[src/rtl/seq_detector_param.sv]
// Programmable DEPTH-symbol sequence detector with a Moore detect, a Mealy hit,
// optional hold on a repeating final symbol, and a saturating match counter.
module seq_detector_param #(
    parameter int unsigned SYM_W = 2,
    parameter int unsigned DEPTH = 3,
    parameter int unsigned HOLD  = 1,
    parameter int unsigned CNT_W = 8
) (
    input  logic                           clk,
    input  logic                           reset,
    input  logic                           clear,
    input  logic                           in_valid,
    input  logic [SYM_W-1:0]               sym,
    input  logic [DEPTH*SYM_W-1:0]         pattern,
    output logic [$clog2(DEPTH+1)-1:0]     progress,
    output logic                           detect,
    output logic                           hit,
    output logic [CNT_W-1:0]               match_cnt
);

    localparam int unsigned KW = $clog2(DEPTH + 1);
    localparam logic [KW-1:0] KFull = KW'(DEPTH);

    logic [KW-1:0]    k_q, k_d, k_adv;
    logic [CNT_W-1:0] cnt_q, cnt_d;
    logic [SYM_W-1:0] cur_sym, first_sym, last_sym;
    logic             hold_case;
    int unsigned      k_int;

    assign k_int     = 32'(k_q);
    assign first_sym = pattern[SYM_W-1:0];
    assign last_sym  = pattern[(DEPTH-1)*SYM_W +: SYM_W];

    // Symbol expected at the current progress; don't-care once k reaches DEPTH.
    always_comb begin
        cur_sym = '0;
        for (int unsigned i = 0; i < DEPTH; i++) begin
            if (k_int == i) begin
                cur_sym = pattern[i*SYM_W +: SYM_W];
            end
        end
    end

    always_comb begin
        hold_case = 1'b0;
        k_adv     = '0;
        if (k_int > DEPTH) begin
            k_adv = '0;
        end else if (k_int < DEPTH && sym == cur_sym) begin
            k_adv = k_q + 1'b1;
        end else if (k_int == DEPTH && HOLD != 0 && sym == last_sym) begin
            hold_case = 1'b1;
            k_adv     = k_q;
        end else if (sym == first_sym) begin
            k_adv = KW'(1);
        end else begin
            k_adv = '0;
        end
    end

    assign hit = reset & in_valid & ~clear & (k_adv == KFull) & ~hold_case;

    always_comb begin
        k_d   = k_q;
        cnt_d = cnt_q;
        if (clear) begin
            k_d   = '0;
            cnt_d = '0;
        end else begin
            if (k_int > DEPTH) begin
                k_d = '0;
            end else if (in_valid) begin
                k_d = k_adv;
            end
            if (hit && cnt_q != {CNT_W{1'b1}}) begin
                cnt_d = cnt_q + 1'b1;
            end
        end
    end

    always_ff @(posedge clk or negedge reset) begin
        if (!reset) begin
            k_q   <= '0;
            cnt_q <= '0;
        end else begin
            k_q   <= k_d;
            cnt_q <= cnt_d;
        end
    end

    assign progress  = k_q;
    assign detect    = (k_int == DEPTH);
    assign match_cnt = cnt_q;

endmodule
[config.mk]
export PLATFORM = sky130hd
export DESIGN_NAME = seq_detector_param
export DESIGN_NICKNAME = d
export VERILOG_FILES = /design/src/rtl/seq_detector_param.sv
export SDC_FILE = /design/constraint.sdc
export NUM_CORES = 1
export LEC_CHECK = 0
export BUFFER_PORTS_ARGS = -buffer_cell sky130_fd_sc_hd__buf_2
export CORE_UTILIZATION = 49
export CTS_CLUSTER_DIAMETER = 200
export DETAILED_ROUTE_END_ITERATION = 12
export PLACE_DENSITY = 0.77
export RECOVER_POWER = 25
export SYNTH_ARGS = -nofsm -noshare
export SYNTH_HDL_FRONTEND = slang
export SYNTH_SLANG_ARGS = --single-unit
[constraint.sdc]
create_clock -name clk -period 2.65 [get_ports clk]
set_input_delay 0.53 -clock clk [delete_from_list [all_inputs] [get_ports clk]]
set_output_delay 0.53 -clock clk [all_outputs]
set_load 0.01 [all_outputs]
Yosys cells after proc, flatten, opt, wreduce, memory -nomap -nowiden
Index checks and enable logic that the tools add are counted.
- logic and storage cells: 41
- bits of input ports: 12
- RAM bits: 0
- register bits: 10
- memories kept: 0
- bits in latches: 0
- output and inout port bits: 12
- bits in read-only memories: 0
- add/sub/neg operators: 2
- order comparisons: 2
- multiplexer cells: 15
- $mul: 0
- divide/modulo/power cells: 0
- eq/ne operators: 8
- reduce and logical (&&, ||, !) cells: 6
- bitwise operators: 6
- shift-type cells: 0
- operators with widths (kind ; count):
    32-bit zero test ; 1
    2-bit 2-to-1 mux ; 9
    8-bit 2-to-1 mux ; 2
    8-bit by 1-bit adder with 8-bit output, second input constant ; 1
    8-bit != test, second input constant ; 1
    2-bit == test ; 3
    2-bit == test, second input constant ; 3
    1-bit AND ; 4
    1-bit 2-to-1 mux ; 4
    1-bit logical AND ; 3
    3-bit nonzero test ; 1
    2-bit by 1-bit adder with 2-bit output, second input constant ; 1
    2-bit by 1-bit == test with 1-bit output, second input constant ; 1
    2-bit > comparator, second input constant ; 1
    2-bit < comparator, second input constant ; 1
    1-bit inverter ; 2
    2-bit nonzero test ; 1

Depth between registers and ports, before layout
- depth in word-level cells: 14
- mapped depth: 9
- gate-level depth less buffers: 8

Least setup slack after synthesis
No wires, ideal clock.
- kind: register -> register
- start: reg k_q[0] (netlist: progress[0])
- end: reg cnt_q[4] (netlist: match_cnt[4])
- data required time: 2.572 ns
- period minus slack after synthesis: 2.212 ns
- path slack: 0.438 ns
- arrival: 2.134 ns
- library setup time: 0.078 ns
- path buffers: 1
- stages on the path, launching flop included: 10
- path through: dfrtp_1 > inv_1 > ha_1 > nand3b_1 > a21oi_1 > nor4_4 > nand4_1 > buf_4 > or3_1 > a21oi_1
- longest elaborated chain between the ends: 13
- elaborated cells between the ends (all ways): 25
- classes of those cells: add/sub (1); order compare (2); eq/ne (5); mux (9); bitwise (3); reduce/logical (5)
- ends and longest elaborated chain (element ; line ; text):
    from (decl) ; 24 ; logic [KW-1:0] k_q, k_d, k_adv;
    from (signal assigned) ; 86 ; k_q <= k_d;
    32-bit zero test ; 38 ; if (k_int == i) begin
    2-bit 2-to-1 mux (3 in series) ; 38 ;
    2-bit == test ; 49 ; end else if (k_int < DEPTH && sym == cur_sym) begin
    1-bit logical AND ; 49 ;
    2-bit 2-to-1 mux ; 49 ;
    2-bit 2-to-1 mux ; 47 ; if (k_int > DEPTH) begin
    2-bit == test ; 61 ; assign hit = reset & in_valid & ~clear & (k_adv == KFull) & ~hold_case;
    1-bit AND ; 61 ;
    1-bit AND (*) ; 61 ;
    1-bit logical AND (*) ; 75 ; if (hit && cnt_q != {CNT_W{1'b1}}) begin
    2-bit nonzero test (no source line) (*) ; -- ;
    to (signal assigned) ; 87 ; cnt_q <= cnt_d;
    to (decl) ; 25 ; logic [CNT_W-1:0] cnt_q, cnt_d;
Mark *: on every way between the ends. The rest lies on a longest branch, timed or not.
A chain may end at the register's enable or synchronous reset.

Final worst setup path
- start: reg k_q[0] (netlist: progress[0])
- end: out hit
- longest elaborated chain between the ends: 11
- elaborated cells between the ends (all ways): 23
- classes of those cells: add/sub (1); order compare (2); eq/ne (5); mux (9); bitwise (3); reduce/logical (3)
- ends and longest elaborated chain (element ; line ; text):
    32-bit zero test ; 38 ;
    2-bit 2-to-1 mux (3 in series) ; 38 ;
    2-bit == test ; 49 ;
    1-bit logical AND ; 49 ;
    2-bit 2-to-1 mux ; 49 ;
    2-bit 2-to-1 mux ; 47 ;
    2-bit == test ; 61 ;
    1-bit AND ; 61 ;
    1-bit AND (*) ; 61 ;
    to (decl) ; 17 ; output logic hit,
Marks and branches as above.

==> flow_summary.toml <==
[synthesis]
synth_cells = 88
yosysMostFrequentCell = "dfrtp_1"
synth_area_um2 = 777.0
yosysSeqAreaShare_pct = 32.21
ys_ff_latch = 10
synth_cell_type_count = 34
synth_ff_type = "dfrtp_1"
synth_common_cells = "dfrtp_1, a21oi_1, nand3_1"
async_flop_share_pct = 100.0
synthTopCellsByArea = "dfrtp_1, ha_1, a21oi_1"
synth.top_cell.area_share_pct = 32.21
synth_edf_count = 0
syn_area_per_cell_um2 = 8.829
yosysTopAreaCell = "dfrtp_1"
synth_warnings = 0
synth_nets = 105

[floorplanning]
row_count = 14
io_pins = 24
dieArea_um2 = 1749
start_util_pct = 52.18
die_x_um = 41.82
die_h_um = 41.82
core_area_um2 = 1489

[sta]
worstMarginPinSlew_ns = 0.5840
finalHoldViolations = 0
finalSetupViolCount = 0
relSlewSlack_pct = 61.07
grt_setup_unrepaired = "no"
drv_slew = 0
post-route-period-util_pct = 96.77
final.min_clock_period_ns = 2.564
clock.fmax_ghz = 0.3900
finalClockSkew_ns = 0.0001202
tns_ns = 0

[global_routing]
grt_pass1_vias = 714
grt_antenna_before_repair = 0
grt_usage_pct = 21.37
overflow = 0
grt_max_degree = 12
grt_pass1_wl_um = 2932

[routing]
avgRoutedWirePerCell_um = 13.65
ant_nets = 0
route.detailed.drc = 0
first_pass_iters = 4
drt_iter0_drc = 16
num_vias = 773
routed_wl_um = 1815
vias_per_cell = 5.812

[pwr]
p_per_area_nw_per_um2 = 388.9
ir_drop_mv = 0.2783
power.leakage_nw = 0.4639

[job]
cap_violations = 0

[final_layout]
antenna_cells = 0
layout.nets = 135
finalInstanceArea_um2 = 982.2
final_layout_size_suffix_gt1_share_pct = 33.33
syn2layout_area_growth_pct = 26.41
stdcell_count = 133

[cts]
cts.sinks = 10
path_clk_slew_ns = 0.07
cts_root_buffer = "clkbuf_4"
cts_hold_buf = 0
worstSkewPairLatency_ns = 0.27
cts_tree = "yes"
cts-buffers-inserted = 3
cts_buffer_depth = 2
cts.htree.levels = 1

[critical_path]
r2r-end = "match_cnt[5]"
path_class = "reg2out"
critPathMaxFanout = 7
r2r-start = "progress[0]"
crit_required_ns = 2.12
crit_arrival_ns = 2.03
reg2reg_setup_slack_ns = 0.32
critPathLaunchType = "register"
r2r_cells = 10
endpoint_kind = "output pin"

[place]
placed_area_um2 = 915.9
hpwlAfterDp_um = 1367
dp.cells = 127
placement.io_buffers = 23
place_congestion = 0.8108

[run_status]
status = "finished clean"

[hold_path]
min_path_type = "in2async"
## cell usage in the layout, fill, tap and decap left out, types with 3 or more instances in the layout
cell / instances
clkbuf_4: 3
ha_1: 3
nand3_1: 6
o21ai_0: 4
nand4_1: 3
a21oi_1: 9
nor2_1: 4
dfrtp_1: 8
nor2b_1: 4
inv_1: 4
buf_4: 4
or3_1: 4
buf_2: 22
nand2_1: 5
## sequential cells by signal, summed over array words and instances (netlist names)
name	cells
match_cnt	8
progress	2
## stage by stage
stage	setup slack (ns)	total power (W)	util, %	hold WS, ns
6_report	0.08559	0.0003819	65.97	0.2286
5_1_grt	0.01027	0.0003987	65.97	0.2795
4_1_cts	0.02392	0.0003738	64.20	0.1202
3_5_place_dp	0.2432	0.0002335	61.51	0.4127
3_3_place_gp	0.3176	0.0002317	61.51	0.4063
2_1_floorplan	0.4377	0.0002051	-	0.2344
## repair_timing
item                                    4_1_cts  5_1_grt
pin swaps                                     1        1
hold endpoints to repair                      0        0
setup buffers                                 0        2
gates resized for setup                       2        4
endpoints found under the setup margin        1        1
## area by class of cell
| cell class | count | area, um2 |
|---|---|---|
| tap | 16 | 20.02 |
| clock buffer | 4 | 36.28 |
| sequential | 10 | 252.7 |
| fill | 127 | 506.7 |
| inverter | 5 | 18.77 |
| multi-input combinational | 71 | 510.5 |
| timing repair buffer | 27 | 143.9 |
## worst max-delay path, stage by stage, from the launching register on
cell and delay, ns:
dfrtp_2 0.43, inv_2 0.07, ha_1 0.19, nor2b_1 0.14, a221o_1 0.31, a31o_4 0.26
and4_1 0.22, buf_2 0.14
## routing by layer
metal / vias to the layer above / part of all wire (%) / global-route usage [%]
met5: - / 0 / 0
met4: 0 / 0.77 / 7.742
met3: 2 / 3.0 / 3.913
met2: 20 / 48 / 36.25
met1: 363 / 48 / 26.94
li1: 388 / - / -
## how the worst max path moves through the flow
stage,slack [ns],end,start,cells after the start
4_1_cts,0.02,hit,progress[1],7
2_1_floorplan,0.44,match_cnt[4],progress[0],9
3_5_place_dp,0.24,match_cnt[5],progress[0],9
3_3_place_gp,0.32,hit,progress[0],7
6_report,0.09,hit,progress[0],7
5_1_grt,0.01,hit,progress[1],7
## power breakdown
part / internal, W / total, W / switching, W
clock: 0.0000835 / 0.000140 / 0.0000566
sequential: 0.000155 / 0.000159 / 0.00000417
combinational: 0.0000378 / 0.0000825 / 0.0000446
## cells by family after synthesis
| family | share of synthesized area (%) |
|---|---|
| multiplexers | 1.288 |
| AO/OA/AOI/OAI | 18.52 |
| flip-flops | 32.21 |
| AND/OR/NAND/NOR | 31.56 |
| adder cells (fa/ha/maj) | 8.052 |
| XOR/XNOR | 4.510 |
| buffers and inverters | 3.865 |
Note: power is estimated with default switching activity, not from simulation.
